### src/rtl/pic_pkg.sv
// Shared types and constants for the parametrised interrupt controller.
package pic_pkg;

  typedef enum logic [2:0] {
    InitWait,
    InitIcw2,
    InitIcw3,
    InitIcw4,
    InitReady
  } init_state_e;

  typedef enum logic [0:0] {
    AckIdle,
    AckWait2
  } ack_state_e;

  // OCW2 command codes on din[7:5]
  localparam logic [2:0] Ocw2NsEoi    = 3'b001;
  localparam logic [2:0] Ocw2SpEoi    = 3'b011;
  localparam logic [2:0] Ocw2RotNsEoi = 3'b101;
  localparam logic [2:0] Ocw2SetPrio  = 3'b110;

  // ICW bit positions
  localparam int unsigned Icw1Ic4Bit  = 0;
  localparam int unsigned Icw1SnglBit = 1;
  localparam int unsigned Icw1LtimBit = 3;
  localparam int unsigned Icw4AeoiBit = 1;

  // OCW3 read-select codes on din[1:0]
  localparam logic [1:0] Ocw3RdIrr = 2'b10;
  localparam logic [1:0] Ocw3RdIsr = 2'b11;

endpackage

### src/rtl/pic_rot_resolver.sv
// Rotating find-first: picks the highest-priority set bit of req, where the
// highest priority is prio_low+1 (mod NUM_IRQ), descending cyclically.
module pic_rot_resolver #(
  parameter int unsigned NUM_IRQ = 8,
  parameter int unsigned ID_W    = $clog2(NUM_IRQ)
) (
  input  logic [NUM_IRQ-1:0] req_i,
  input  logic [ID_W-1:0]    prio_low_i,
  output logic               valid_o,
  output logic [ID_W-1:0]    id_o
);

  // Scan from lowest to highest priority so the last hit is the winner.
  always_comb begin
    logic [ID_W-1:0] idx;
    idx     = '0;
    valid_o = 1'b0;
    id_o    = '0;
    for (int k = NUM_IRQ - 1; k >= 0; k--) begin
      idx = prio_low_i + ID_W'(k + 1);
      if (req_i[idx]) begin
        valid_o = 1'b1;
        id_o    = idx;
      end
    end
  end

endmodule

### src/rtl/pic_ctrl_param.sv
// Interrupt-controller core: ICW sequencer, OCW decode, IRR/ISR/IMR,
// fully nested rotating priority and the two-pulse INTA vector sequencer.
module pic_ctrl_param
  import pic_pkg::*;
#(
  parameter int unsigned NUM_IRQ = 8,
  parameter int unsigned ID_W    = $clog2(NUM_IRQ)
) (
  input  logic               clk,
  input  logic               rst,
  input  logic               wr_en,
  input  logic               rd_en,
  input  logic               a0,
  input  logic [7:0]         din,
  input  logic [NUM_IRQ-1:0] irq,
  input  logic               inta,
  output logic               int_o,
  output logic [7:0]         dout,
  output logic               dout_en
);

  init_state_e         init_q, init_d;
  ack_state_e          ack_q, ack_d;
  logic                ic4_q, ic4_d, sngl_q, sngl_d, ltim_q, ltim_d, aeoi_q, aeoi_d;
  logic [7-ID_W:0]     vec_base_q, vec_base_d;
  logic [NUM_IRQ-1:0]  imr_q, imr_d, isr_q, isr_d, irr_q, irr_d, irq_q;
  logic                rd_isr_q, rd_isr_d;
  logic [ID_W-1:0]     prio_low_q, prio_low_d, ack_id_q, ack_id_d;
  logic                ack_spur_q, ack_spur_d;
  logic                int_q, int_d, dout_en_q, dout_en_d;
  logic [7:0]          dout_q, dout_d, rd_val;

  logic                cand_vld, isr_vld;
  logic [ID_W-1:0]     cand_id, isr_id, cand_rank, isr_rank;
  logic                ready, icw1_wr, ack_go, ack1, ack2, outranks;

  pic_rot_resolver #(.NUM_IRQ(NUM_IRQ), .ID_W(ID_W)) u_cand (
    .req_i      (irr_q & ~imr_q),
    .prio_low_i (prio_low_q),
    .valid_o    (cand_vld),
    .id_o       (cand_id)
  );

  pic_rot_resolver #(.NUM_IRQ(NUM_IRQ), .ID_W(ID_W)) u_isr (
    .req_i      (isr_q),
    .prio_low_i (prio_low_q),
    .valid_o    (isr_vld),
    .id_o       (isr_id)
  );

  // Command decode, register next-state, arbitration and output staging.
  always_comb begin
    init_d     = init_q;
    ack_d      = ack_q;
    ic4_d      = ic4_q;
    sngl_d     = sngl_q;
    ltim_d     = ltim_q;
    aeoi_d     = aeoi_q;
    vec_base_d = vec_base_q;
    imr_d      = imr_q;
    isr_d      = isr_q;
    rd_isr_d   = rd_isr_q;
    prio_low_d = prio_low_q;
    ack_id_d   = ack_id_q;
    ack_spur_d = ack_spur_q;
    dout_d     = dout_q;
    dout_en_d  = 1'b0;
    rd_val     = '0;

    ready   = (init_q == InitReady);
    icw1_wr = wr_en & ~a0 & din[4];
    ack_go  = inta & ready & ~icw1_wr;  // ICW1 beats a coincident inta
    ack1    = ack_go & (ack_q == AckIdle);
    ack2    = ack_go & (ack_q == AckWait2);

    // Rank 0 is the highest priority under the current rotation.
    cand_rank = cand_id - prio_low_q - ID_W'(1);
    isr_rank  = isr_id - prio_low_q - ID_W'(1);
    outranks  = cand_vld & (~isr_vld | (cand_rank < isr_rank));

    if (ltim_q) irr_d = irq;
    else        irr_d = irr_q | (irq & ~irq_q);

    if (icw1_wr) begin
      init_d     = InitIcw2;
      ack_d      = AckIdle;
      ic4_d      = din[Icw1Ic4Bit];
      sngl_d     = din[Icw1SnglBit];
      ltim_d     = din[Icw1LtimBit];
      aeoi_d     = 1'b0;  // stays 0 when ICW4 is skipped
      imr_d      = '0;
      isr_d      = '0;
      irr_d      = '0;
      rd_isr_d   = 1'b0;
      prio_low_d = ID_W'(NUM_IRQ - 1);
    end else if (wr_en && a0) begin
      case (init_q)
        InitIcw2: begin
          vec_base_d = din[7:ID_W];
          if (!sngl_q)    init_d = InitIcw3;
          else if (ic4_q) init_d = InitIcw4;
          else            init_d = InitReady;
        end
        // No cascading here: ICW3 only advances the sequencer.
        InitIcw3: init_d = ic4_q ? InitIcw4 : InitReady;
        InitIcw4: begin
          aeoi_d = din[Icw4AeoiBit];
          init_d = InitReady;
        end
        InitReady: imr_d = din[NUM_IRQ-1:0];
        default: ;
      endcase
    end else if (wr_en && ready) begin
      if (din[4:3] == 2'b00) begin
        case (din[7:5])
          Ocw2NsEoi:    if (isr_vld) isr_d[isr_id] = 1'b0;
          Ocw2SpEoi:    isr_d[din[ID_W-1:0]] = 1'b0;
          Ocw2RotNsEoi: if (isr_vld) begin
            isr_d[isr_id] = 1'b0;
            prio_low_d    = isr_id;
          end
          Ocw2SetPrio:  prio_low_d = din[ID_W-1:0];
          default: ;
        endcase
      end else if (din[4:3] == 2'b01) begin
        if (din[1:0] == Ocw3RdIrr)      rd_isr_d = 1'b0;
        else if (din[1:0] == Ocw3RdIsr) rd_isr_d = 1'b1;
      end
    end

    // Ack updates come last so INTA set beats EOI and IRR clear beats set.
    if (ack1) begin
      ack_d = AckWait2;
      if (cand_vld) begin
        ack_id_d       = cand_id;
        ack_spur_d     = 1'b0;
        isr_d[cand_id] = 1'b1;
        if (!ltim_q) irr_d[cand_id] = 1'b0;
      end else begin
        ack_id_d   = ID_W'(NUM_IRQ - 1);
        ack_spur_d = 1'b1;
      end
    end else if (ack2) begin
      ack_d = AckIdle;
      if (aeoi_q && !ack_spur_q) isr_d[ack_id_q] = 1'b0;
    end

    if (ack2) begin
      dout_d    = {vec_base_q, ack_id_q};
      dout_en_d = 1'b1;
    end else if (rd_en) begin
      rd_val[NUM_IRQ-1:0] = a0 ? imr_q : (rd_isr_q ? isr_q : irr_q);
      dout_d    = rd_val;
      dout_en_d = 1'b1;
    end

    int_d = ready & (ack_q == AckIdle) & ~ack_go & ~icw1_wr & outranks;
  end

  // State registers, asynchronously cleared.
  always_ff @(posedge clk or posedge rst) begin
    if (rst) begin
      init_q     <= InitWait;
      ack_q      <= AckIdle;
      ic4_q      <= 1'b0;
      sngl_q     <= 1'b0;
      ltim_q     <= 1'b0;
      aeoi_q     <= 1'b0;
      vec_base_q <= '0;
      imr_q      <= '0;
      isr_q      <= '0;
      irr_q      <= '0;
      irq_q      <= '0;
      rd_isr_q   <= 1'b0;
      prio_low_q <= ID_W'(NUM_IRQ - 1);
      ack_id_q   <= '0;
      ack_spur_q <= 1'b0;
      int_q      <= 1'b0;
      dout_q     <= '0;
      dout_en_q  <= 1'b0;
    end else begin
      init_q     <= init_d;
      ack_q      <= ack_d;
      ic4_q      <= ic4_d;
      sngl_q     <= sngl_d;
      ltim_q     <= ltim_d;
      aeoi_q     <= aeoi_d;
      vec_base_q <= vec_base_d;
      imr_q      <= imr_d;
      isr_q      <= isr_d;
      irr_q      <= irr_d;
      irq_q      <= irq;
      rd_isr_q   <= rd_isr_d;
      prio_low_q <= prio_low_d;
      ack_id_q   <= ack_id_d;
      ack_spur_q <= ack_spur_d;
      int_q      <= int_d;
      dout_q     <= dout_d;
      dout_en_q  <= dout_en_d;
    end
  end

  assign int_o   = int_q;
  assign dout    = dout_q;
  assign dout_en = dout_en_q;

endmodule

### config.mk
export PLATFORM = sky130hd
export DESIGN_NAME = pic_ctrl_param
export DESIGN_NICKNAME = d
export VERILOG_FILES = /design/src/rtl/pic_pkg.sv /design/src/rtl/pic_rot_resolver.sv /design/src/rtl/pic_ctrl_param.sv
export SDC_FILE = /design/constraint.sdc
export NUM_CORES = 1
export LEC_CHECK = 0
export BUFFER_PORTS_ARGS = -buffer_cell sky130_fd_sc_hd__buf_2
export CAP_MARGIN = 5
export CORE_MARGIN = 1
export CORE_UTILIZATION = 53
export DETAILED_ROUTE_END_ITERATION = 12
export HOLD_SLACK_MARGIN = 0.05
export PLACE_DENSITY_LB_ADDON = 0.3
export SLEW_MARGIN = 0
export SYNTH_ARGS = -nofsm -noshare
export SYNTH_HDL_FRONTEND = slang
export SYNTH_SLANG_ARGS = --single-unit
### constraint.sdc
create_clock -name clk -period 5.6 [get_ports clk]
set_input_delay 0.84 -clock clk [delete_from_list [all_inputs] [get_ports clk]]
set_output_delay 0.84 -clock clk [all_outputs]
set_load 0.03 [all_outputs]
# == Word level (Yosys, flattened, before mapping) ==
# Cells that the tools add are included.
# Widths: inputs -> output; s select.
# classes
eq_ne,14
reduce_logical,27
n_addsub,11
n_bitwise,31
muxes,122
order_cmp,17
# op_table
op,n
$mux 8,21
$mux 3,26
$mux 1,52
$and 8x8->8,6
$bmux 1 s3,16
$lt 3x4->1 const B,12
$not 8->8,6
$or 8x8->8,2
$pmux 8 s2,1
$reduce_bool 2->1,7
$add 3x3->3 const B,4
$demux 1 s3,4
$ge 3x1->1 const B,4
$and 1x1->1,11
$reduce_and 5->1,2
$eq 3x2->1 const B,3
$eq 3x3->1 const B,3
$pmux 3 s3,1
$reduce_bool 3->1,3
$logic_and 1x1->1,7
$add 3x2->3 const B,2
$eq 3x1->1 const B,2
$pmux 3 s2,1
$reduce_and 2->1,3
other kinds (15),23
# totals
wordCells,240
ff_bits,63
input_bits,22

# == Depth between registers and ports, before layout ==
# Gate-level depths: netlist of the first run.
# depth
depth_word,26
depth_mapped,23
depth_no_buf,18

# == By module ==
# Synthesis of the first run repeated with hierarchy kept, for this count alone.
# unflattened
hier_cells,513
hier_area_um2,4855.9
# modules_own_cells
module,seq_area_each_um2,cells_each,area_each_um2,instances
pic_ctrl_param,1580.3,358,3498.4,1
pic_rot_resolver (u_isr),0.0,78,683.2,1
pic_rot_resolver (u_cand),0.0,77,674.4,1

# == Least setup slack after synthesis of the first run ==
# OpenSTA, ideal clock, no wires.
# synth_path
path_type,register -> register
startpoint,reg prio_low_q[1]
endpoint,reg int_q (netlist: int_o)
path_buffers,3
path_slack_ns,0.912
setup_ns,0.073
stages_incl_launch_ff,22
synth_period_minus_slack_ns,4.688
t_arrival_ns,4.615
t_required_ns,5.527
path_cell_list,dfstp_2 clkbuf_1 inv_1 clkbuf_1 ha_1 clkbuf_1 xor2_1 mux4_2 mux2i_1 o21ai_1 a2111o_1 nand4_2 inv_2 ha_1 inv_1 fa_1 inv_1 ha_1 a21o_1 a21oi_1 o21ai_0 nor2_1
# synth_between
elab_chain_len,16
# synth_lines
element,line_no,source
"start, declared",pic_ctrl_param.sv:28,"logic [ID_W-1:0] prio_low_q, prio_low_d, ack_id_q, ack_id_d;"
"start signal, assigned",pic_ctrl_param.sv:175,prio_low_q <= ID_W'(NUM_IRQ - 1);
"start signal, assigned",pic_ctrl_param.sv:194,prio_low_q <= prio_low_d;
$add 3x3->3 / $bmux 1 s3 (equally long branches),"pic_rot_resolver.sv:20, pic_rot_resolver.sv:21",
$bmux 1 s3 / $mux 1 (equally long branches),pic_rot_resolver.sv:21,if (req_i[idx]) begin
$mux 1 (not written as such) / $mux 3 (equally long branches),pic_rot_resolver.sv:21,
$mux 3 (7 in a row),pic_rot_resolver.sv:21,
"$sub 3x3->3, on equally long branches","pic_ctrl_param.sv:77, pic_ctrl_param.sv:78",
"$sub 3x1->3, on equally long branches","pic_ctrl_param.sv:77, pic_ctrl_param.sv:78",
$lt 3x3->1,pic_ctrl_param.sv:79,outranks = cand_vld & (~isr_vld | (cand_rank < isr_rank));
$or 1x1->1,pic_ctrl_param.sv:79,
$and 1x1->1 (*),pic_ctrl_param.sv:79,
$and 1x1->1 (*),pic_ctrl_param.sv:157,int_d = ready & (ack_q == AckIdle) & ~ack_go & ~icw1_wr & outranks;
net int_d,pic_ctrl_param.sv:30,"logic int_q, int_d, dout_en_q, dout_en_d;"
"end signal, assigned",pic_ctrl_param.sv:197,int_q <= int_d;
"end, declared",pic_ctrl_param.sv:30,
# The timed path passes the listed nets; every way through them passes the cells marked *. The select of a mux whose other input is x is not followed.
# A chain may end at the register's enable or synchronous reset.

# == Worst setup path in the final report of the first run ==
# Same ends and word-level chain as after synthesis.

==> metrics.txt, run 1 <==
total CTS buffers=9; via count=4943; diode count=0; Max Slew Vio Count=0; Root Buffer=clkbuf_8; overall power=2.15 mW; Yosys cell types=75; largest family of logic cells by synthesized area=multiplexers; TNS Setup=0 ns; initial antenna violation count=0; sequential area share after synthesis=29.4%; asr flop ratio synth=100%; total die area=0.0106 sq mm; Vias/cell=6.73; delay-heaviest family, CP=adder cells; crit path DAT=5.12 ns; Worst Hold Class=reg -> reg; warnings from Yosys=0; Iter 0 DRT Violations=347; drt total wl=15600 um; Starting Density=54.8%; RSZ-0062 raised after global routing=no; syn_nets=618; PostCTS Resize Cnt=0; Rows=36; Final Skew=0.00807 ns; Post-CTS Setup Bufs=0; Avg Cell Area, Syn=9.16 sq um; fill count=919; TritonCTS clock tree=built; EDFF count, synth=0; outcome=completed; Pwr per Cell Area=374 mW/mm^2; DRC=0; first-pass GRT wire length=24900 um; crit path launch type=register; Total GRT Usage=31.3%; top_reg_cell synth=dfrtp_1; Crit. End Element=register; Crit Path Category=reg -> reg; Core Area=0.00982 sq mm; Post-Synth Simple-Gate Area=18.3%; FF+latch count, synth=63; CP required=5.88 ns; Worst slew margin=37.6%; cts hold-fix bufs=0; post-synthesis mux area share=23.5%; worst slew pin tran=0.927 ns; nets=630; Die H=103 um; CTS max path bufs=2; Final min period=4.84 ns; Worst-path clk slew=0.06 ns; worst vdd ir=0.300 mV; Buffers on Ports=31; Max-cap violations=0; Max Fclk=207 MHz; average wire per standard cell=21.2 um; Horiz. Die Dim=103 um; crit share post-route=86.4%; final setup fails=0; final cell count without fillers=735; I/O pin cnt=32; Final ANT Viol Nets=0; leakage=2.50 nW; CP max stage delay=0.52 ns; CTS Sinks=63; synthesized instance count=588; Clk Latency, worst-skew pair=0.35 ns; Post-DP HPWL=11200 um; fraction of layout cells with a size suffix above 1=17.9%; Final Hold Vio Count=0; Synth Area in Compound Gates=20.1%; # placed instances=722; Area growth syn-to-layout=6.93%; Cell Area, Synth=0.00538 sq mm; vias in the first global route=4656; Slowest-stage cell, CP=ha_1; CP Max Fanout=14; crit-path cells=inv_1 -> ha_1 -> xor2_1 -> mux4_2 -> mux2i_1 -> o21ai_1 -> a2111o_1 -> nand4_2 -> inv_2 -> ha_1 -> inv_1 -> fa_1 -> inv_1 -> ha_1 -> a21o_1 -> a21oi_1 -> o21ai_0 -> nor2_1; Post-Synth Adder-Cell Area=2.14%; htree depth=3; pin count of the biggest net entering global routing=64; Post-Synth XOR/XNOR Area=1.46%; gp weighted congestion=0.919; grt total ovfl=0; Buf/Inv on CP=4; drt pass-1 iters=5
## power by group
part	switching (mW)	internal, mW	total, mW
Clock	0.173	0.197	0.370
Combinational	0.626	0.440	1.07
Sequential	0.146	0.568	0.714
## worst paths after layout
check | start | endpoint | slack, ns | cells after the start
worst min register to register | vec_base_q[0]$_DFFE_PP0P_ | vec_base_q[0]$_DFFE_PP0P_ | 0.51 | 1
min in group asynchronous | rst | irq_q[7]$_DFF_PP0_ | 0.73 | 3
worst min-delay path | vec_base_q[0]$_DFFE_PP0P_ | vec_base_q[0]$_DFFE_PP0P_ | 0.51 | 1
max in group asynchronous | rst | aeoi_q$_DFFE_PP0P_ | 4.34 | 3
worst max register to register | prio_low_q[1]$_DFFE_PP1P_ | int_o$_DFF_PP0_ | 0.76 | 18
worst max-delay path | prio_low_q[1]$_DFFE_PP1P_ | int_o$_DFF_PP0_ | 0.76 | 18
## flip-flops by register name, summed over array words and instances (netlist names)
| register | flops |
|---|---|
| vec_base_q | 5 |
| irr_q | 8 |
| ack_q | 1 |
| ic4_q | 1 |
| ltim_q | 1 |
| dout_en | 1 |
| isr_q | 8 |
| ack_spur_q | 1 |
| init_q | 3 |
| dout | 8 |
| rd_isr_q | 1 |
| ack_id_q | 3 |
| int_o | 1 |
| prio_low_q | 3 |
| imr_q | 8 |
| sngl_q | 1 |
| irq_q | 8 |
| aeoi_q | 1 |
## stage by stage
| stage | cell area [sq um] | util, % | hold slack [ns] | setup slack, ns |
|---|---|---|---|---|
| 6_report | 5760 | 58.6 | 0.513 | 0.759 |
| 5_1_grt | 5760 | 58.6 | 0.518 | 0.440 |
| 4_1_cts | 5760 | 58.6 | 0.512 | 0.843 |
| 3_5_place_dp | 5580 | 56.9 | 0.495 | 0.877 |
| 3_3_place_gp | 5580 | 56.9 | 0.491 | 0.971 |
| 2_1_floorplan | 5380 | - | 0.466 | 0.912 |
## metal layers
metal  share of wire (%)  track usage (%)
met5                   0                0
met4                 2.4             10.9
met3                 6.5             4.88
met2                  47             50.4
met1                  44             43.2
## logic make-up after synthesis
family          count (synthesis)
flops                          63
buf+inv                        61
fa+ha+maj                       8
compound gates                158
xor+xnor                        9
mux                            91
simple gates                  198
## layout by cell type (no fill, tap or decap), drive strengths merged, types with 5 or more instances in the layout
cell type / Yosys / layout
xnor2: 5 / 5
a311oi: 5 / 5
inv: 20 / 20
nand2b: 15 / 15
a31oi: 7 / 7
nor2b: 18 / 18
mux2i: 53 / 53
o21ai: 34 / 34
mux2: 11 / 11
dfrtp: 60 / 60
nand3: 12 / 12
mux4: 27 / 27
buf: 15 / 41
nor2: 39 / 39
o311ai: 5 / 5
o211ai: 6 / 6
a21oi: 40 / 40
a21boi: 7 / 7
a221oi: 8 / 8
clkbuf: 25 / 9
nor3: 14 / 14
ha: 6 / 6
nand2: 66 / 66
and3: 5 / 5
## synth_stat cells, types with 5 or more instances
cell	instances	area, sq um
a21boi_0	6	45.0
a311oi_1	5	43.8
buf_2	5	25.0
xnor2_1	5	43.8
nand3_1	12	60.1
a21oi_1	40	200
and3_1	5	31.3
mux4_2	27	608
mux2i_1	53	531
a31oi_1	7	43.8
o21ai_0	32	160
mux2_2	10	113
a221oi_1	8	70.1
nor2_1	39	146
nand2_1	66	248
o211ai_1	6	45.0
nor3_1	14	70.1
nor2b_1	18	113
dfrtp_1	60	1500
clkbuf_1	25	93.8
inv_1	18	67.6
nand2b_1	15	93.8
ha_1	6	75.1
## area by class of cell
cell class	instances	area, sq um	area share (%)
multi-input combinational	464	3530	61.3
tap	133	166	2.89
inverter	21	78.8	1.37
clock buffer	9	124	2.15
timing repair buffer	41	230	4.00
sequential	63	1580	27.5
clock inverter	4	50.0	0.869
(Power assumes the default switching activity.)
==> run 2, diff against run 1 <==
Settings changed: ABC_AREA from default to 1.
==> run 2 against run 1 <==
Net effect: core utilization is 0.66 points higher; sequential share of layout area is 3.3 points higher; combinational power barely moved; area after synthesis fell by 12%; critical path depth up 5; final cell count is 14% higher.
==> metrics.txt, run 2 <==
Final Skew=0.0107 ns (+0.00259 ns); diode count=0 (unchanged); pin count of the biggest net entering global routing=64 (unchanged); Cell Area, Synth=0.00475 sq mm (-12%); Post-DP HPWL=10200 um (-8.3%); final cell count without fillers=841 (+14%); Max-cap violations=0 (unchanged); asr flop ratio synth=100% (unchanged); Worst slew margin=46.9% (+9.2 points); top-area cell type share of the netlist area=31.6% (+3.7 points); CTS max path bufs=2 (unchanged); Max Slew Vio Count=0 (unchanged); TNS Setup=0 ns (unchanged); CTS Sinks=63 (unchanged); nets=758 (+20%); crit share post-route=83.3% (-3.1 points); Avg Cell Area, Syn=6.72 sq um (-27%); Post-CTS Setup Bufs=0 (unchanged); count leader, synth=nand2_1; gp weighted congestion=0.937 (+2.0%); Pwr per Cell Area=425 mW/mm^2 (+14%); commonest cells after routing, fill and taps aside=nand2_1 (198), inv_1 (91), nand3_1 (80); Final ANT Viol Nets=0 (unchanged); Die H=96.7 um (-6.0%); syn_nets=737 (+19%); grt total ovfl=0 (unchanged); Core Area=0.00868 sq mm (-12%); total die area=0.00934 sq mm (-12%); drt total wl=13200 um (-16%); Starting Density=54.7% (-0.10 points); Area growth syn-to-layout=8.32%; cts hold-fix bufs=0 (unchanged); Root Buffer=clkbuf_8; fraction of layout cells with a size suffix above 1=13.5% (-4.4 points); crit path launch type=register; average wire per standard cell=15.7 um (-26%); vias in the first global route=4352 (-6.5%); Vias/cell=5.75 (-15%); Iter 0 DRT Violations=519 (+50%); cell taking the most area after synthesis=dfrtp_1; htree depth=3 (unchanged); outcome=completed; total CTS buffers=9 (unchanged); Horiz. Die Dim=96.7 um (-6.0%); Worst-path clk slew=0.08 ns (+0.02 ns); DP Area=0.00491 sq mm (-12%); drt pass-1 iters=6 (+1); synthesized instance count=707 (+20%); sequential area share after synthesis=33.3% (+3.9 points); first-pass GRT wire length=21400 um (-14%); Synth area leaders=dfrtp_1 (32%), nand2_1 (16%), nand3_1 (8.4%); # placed instances=825 (+14%); Yosys cell types=49 (-35%); worst slew pin tran=0.797 ns (-0.130 ns); PostCTS Resize Cnt=0 (unchanged); crit path DAT=4.94 ns (-0.18 ns); I/O pin cnt=32 (unchanged); Final Hold Vio Count=0 (unchanged); final worst slack=0.935 ns (+0.176 ns); leakage=2.54 nW (+1.5%); Max Fclk=214 MHz (+3.8%); Total GRT Usage=28.8% (-2.4 points); worst vdd ir=0.220 mV (-27%); commonest non-fill, non-tap cell in the layout=nand2_1; Final Cell Area=0.00514 sq mm (-11%); EDFF count, synth=0 (unchanged); RSZ-0062 raised after global routing=no; Worst Hold Class=reg -> reg; Final min period=4.67 ns (-0.176 ns); Buffers on Ports=31 (unchanged); CP Max Fanout=17 (+3); DRC=0 (unchanged); Rows=34 (-5.6%); Clk Latency, worst-skew pair=0.35 ns (about the same); initial antenna violation count=0 (unchanged); Post-Place Setup Slack=1.03 ns (+0.154 ns); TritonCTS clock tree=built; via count=4832 (-2.2%); Crit. End Element=register; final setup fails=0 (unchanged); FF+latch count, synth=63 (unchanged); Crit Path Category=reg -> reg; CP required=5.87 ns (about the same); Hold Slack=0.488 ns (-0.0245 ns); top_reg_cell synth=dfrtp_1; synth cell count leaders=nand2_1 (198), inv_1 (92), nand3_1 (80); warnings from Yosys=0 (unchanged)
==> run 2: cell count changes after synthesis, sizes merged, moves of 8 or more <==
cell    previous run  this run
nand2             66       212
inv               20       103
nand3             12        87
mux2i             53         0
nor2              39        69
mux4              27         0
nor2b             18         0
clkbuf            25        10
nand2b            15         0
mux2              11         0
nor3              14         5
a221oi             8         0
o21ai             34        42
==> run 2: worst max-delay path, cell delays in order (launching register included) <==
cell	delay [ns]
dfstp_2	0.76
inv_2	0.22
ha_1	0.63
inv_1	0.31
nand3_1	0.21
nand3_1	0.12
nand2_1	0.14
inv_1	0.05
nand2_1	0.06
nand2_1	0.04
nand2_1	0.05
nand2_1	0.06
nand3_1	0.10
nand2_2	0.10
inv_2	0.10
ha_1	0.15
inv_1	0.05
fa_1	0.39
xor2_1	0.17
xor2_1	0.22
ha_1	0.28
a21oi_1	0.14
a21oi_1	0.08
nor3_1	0.14
==> run 2: layout make-up <==
| class | instances | area [sq um] |
|---|---|---|
| repair buffers | 34 | 178 |
| clock buffers | 10 | 138 |
| clock inverters | 6 | 92.6 |
| well taps | 108 | 135 |
| inverters | 104 | 395 |
| fillers | 830 | 3530 |
| flip-flops and latches | 63 | 1580 |
| multi-input cells | 516 | 2630 |
==> run 2: stage by stage <==
stage / power (mW) / utilization [%]
after floorplan: 1.47 / -
after global placement: 1.70 / 56.6
after detailed placement: 1.72 / 56.6
after CTS: 2.18 / 59.3
after global routing: 2.36 / 59.3
final: 2.18 / 59.3
==> run 2: worst paths after layout <==
kind	startpoint	endpoint	slack, ns	depth (start not counted)
worst min register to register	vec_base_q[1]$_DFFE_PP0P_	vec_base_q[1]$_DFFE_PP0P_	0.49	2
worst max register to register	prio_low_q[1]$_DFFE_PP1P_	int_o$_DFF_PP0_	0.93	23
worst max-delay path	prio_low_q[1]$_DFFE_PP1P_	int_o$_DFF_PP0_	0.93	23
min in group asynchronous	rst	imr_q[2]$_DFFE_PP0P_	0.71	3
max in group asynchronous	rst	irr_q[2]$_DFF_PP0_	4.36	3
worst min-delay path	vec_base_q[1]$_DFFE_PP0P_	vec_base_q[1]$_DFFE_PP0P_	0.49	2
==> run 2: logic make-up after synthesis <==
group | count (synthesis) | synth area share [%]
buffers and inverters | 128 | 11.4
and+or+nand+nor | 383 | 35.5
xor gates and xnor gates | 6 | 1.66
DFF | 63 | 33.3
adders and majority gates | 8 | 2.42
AOI/OAI and AO/OA | 119 | 15.7
==> run 2: metal layers <==
metal / routed length (um) / GRT usage (%) / up-vias
met3: 1050 / 5.35 / 21
met2: 6030 / 44.9 / 201
met4: 210 / 7.35 / 0
met1: 5880 / 41.5 / 2235
li1: - / - / 2375
met5: 0 / 0 / -
==> run 2: power by group <==
part / switching [mW] / internal, mW / leakage, nW
clock network: 0.190 / 0.265 / 0.109
registers: 0.0981 / 0.568 / 0.783
logic: 0.726 / 0.338 / 1.64
total: 1.01 / 1.17 / 2.54
==> run 3, diff against run 2 <==
Clock period 5.6 ns to 4.6 ns, I/O delays scaled along.
==> run 3 against run 2 <==
Net effect: sequential share of layout area down 0.30 points; combinational power up 24%; clock power up 34%; largest cell class unchanged; final cell count up 0.48%; worst hold slack worse by 0.035 ns.
==> metrics.txt, run 3 (same netlist as run 2, synthesis figures left out) <==
outcome=completed; Post-CTS Setup Bufs=0 (unchanged); drt pass-1 iters=6 (unchanged); worst slew pin tran=0.930 ns (+0.133 ns); Hold Slack=0.453 ns (-0.0348 ns); Crit Path Category=reg -> reg; Area growth syn-to-layout=9.40%; Final min period=4.08 ns (-0.581 ns); Buffers on Ports=31 (unchanged); diode count=0 (unchanged); # placed instances=829 (+0.48%); Core Area=0.00868 sq mm (unchanged); first-pass GRT wire length=22200 um (+3.5%); average wire per standard cell=15.8 um (+0.75%); Post-Place Setup Slack=0.587 ns (-0.444 ns); Final Skew=0.0109 ns (+0.000268 ns); TNS Setup=0 ns (unchanged); I/O pin cnt=32 (unchanged); total die area=0.00934 sq mm (unchanged); fraction of layout cells with a size suffix above 1=14.0% (+0.47 points); TritonCTS clock tree=built; commonest non-fill, non-tap cell in the layout=nand2_1; Clk Latency, worst-skew pair=0.35 ns (about the same); Iter 0 DRT Violations=449 (-13%); htree depth=3 (unchanged); via count=4834 (+0.041%); total CTS buffers=9 (unchanged); final worst slack=0.515 ns (-0.419 ns); CTS max path bufs=2 (unchanged); Max Slew Vio Count=0 (unchanged); Starting Density=54.7% (unchanged); leakage=2.57 nW (+1.4%); Max-cap violations=0 (unchanged); Worst-path clk slew=0.08 ns (about the same); grt total ovfl=0 (unchanged); crit path DAT=4.34 ns (-0.60 ns); Max Fclk=245 MHz (+14%); Post-DP HPWL=10300 um (+0.60%); CP required=4.85 ns (-1.02 ns); Root Buffer=clkbuf_8; Final ANT Viol Nets=0 (unchanged); fill count=806 (-2.9%); drt total wl=13300 um (+1.2%); final cell count without fillers=845 (+0.48%); gp weighted congestion=0.992 (+5.8%); vias in the first global route=4563 (+4.8%); Final Hold Vio Count=0 (unchanged); CTS Sinks=63 (unchanged); Crit. End Element=register; Rows=34 (unchanged); PostCTS Resize Cnt=0 (unchanged); crit share post-route=88.8% (+5.5 points); crit path launch type=register; nets=762 (+0.53%); pin count of the biggest net entering global routing=43 (-33%); r2r setup slk=0.52 ns (-0.42 ns); final setup fails=0 (unchanged); Horiz. Die Dim=96.7 um (unchanged); Total GRT Usage=29.7% (+0.84 points); commonest cells after routing, fill and taps aside=nand2_1 (198), inv_1 (91), nand3_1 (80); RSZ-0062 raised after global routing=no; worst vdd ir=0.257 mV (+17%); Multi-input gate area=0.00263 sq mm (unchanged); cts hold-fix bufs=0 (unchanged); Worst slew margin=37.9% (-9.0 points); Vias/cell=5.72 (-0.43%); Die H=96.7 um (unchanged); DRC=0 (unchanged); initial antenna violation count=0 (unchanged); DP Area=0.00494 sq mm (+0.61%); CP Max Fanout=22 (+5); Pwr per Cell Area=525 mW/mm^2 (+24%); Final Cell Area=0.00520 sq mm (+1.0%); Worst Hold Class=in -> reg; register area=0.00158 sq mm (unchanged)
==> run 3: final cells by class <==
class | instances | area share (%)
multi-input combinational | 516 | 50.5
inverter | 104 | 7.61
clock inverter | 7 | 2.46
clock buffer | 9 | 2.38
tap | 108 | 2.60
timing repair buffer | 38 | 4.00
sequential | 63 | 30.4
==> run 3: per-layer routing <==
metal | global-route usage (%) | vias to the layer above | wire length (um) | part of all wire (%)
met4 | 10.7 | 0 | 417 | 3.1
li1 | - | 2364 | - | -
met1 | 41.8 | 2236 | 5930 | 45
met5 | 0 | - | 0 | 0
met2 | 45.8 | 198 | 6090 | 46
met3 | 5.49 | 36 | 889 | 6.7
==> run 3: stage by stage <==
step | total power [mW] | util (%)
3_3_place_gp | 2.06 | 57.0
5_1_grt | 2.93 | 59.9
6_report | 2.73 | 59.9
4_1_cts | 2.71 | 59.9
2_1_floorplan | 1.79 | -
3_5_place_dp | 2.09 | 57.0
==> run 3: worst paths after layout <==
path | start | end | cells after the start
hold reg to reg | vec_base_q[1]$_DFFE_PP0P_ | vec_base_q[1]$_DFFE_PP0P_ | 2
max in group asynchronous | rst | dout[0]$_DFFE_PP0P_ | 3
min in group asynchronous | rst | vec_base_q[2]$_DFFE_PP0P_ | 2
setup / recovery | prio_low_q[0]$_DFFE_PP1P_ | int_o$_DFF_PP0_ | 24
setup reg to reg | prio_low_q[0]$_DFFE_PP1P_ | int_o$_DFF_PP0_ | 24
hold / removal | irq[7] | irq_q[7]$_DFF_PP0_ | 1
==> run 3: power by group <==
group	leakage [nW]	internal [mW]	switching [mW]
Clock	0.126	0.367	0.241
Combinational	1.66	0.415	0.890
Sequential	0.783	0.691	0.122
Total	2.57	1.47	1.25
==> run 3: critical path, cell delays in order (launching register included) <==
cell and delay, ns:
dfstp_2 0.56, inv_4 0.11, ha_1 0.33, inv_1 0.30, nand3_1 0.19, nand3_1 0.15, nand2_1 0.11, inv_1 0.07
nand2_1 0.05, nand2_1 0.05, nand2_1 0.04, nand2_1 0.07, nand2_1 0.06, nand2_2 0.07, nand2_2 0.08, inv_2 0.11
ha_1 0.15, inv_1 0.05, fa_1 0.40, xor2_1 0.21, xor2_1 0.20, ha_1 0.27, a21oi_1 0.13, a21oi_1 0.08
nor3_1 0.17
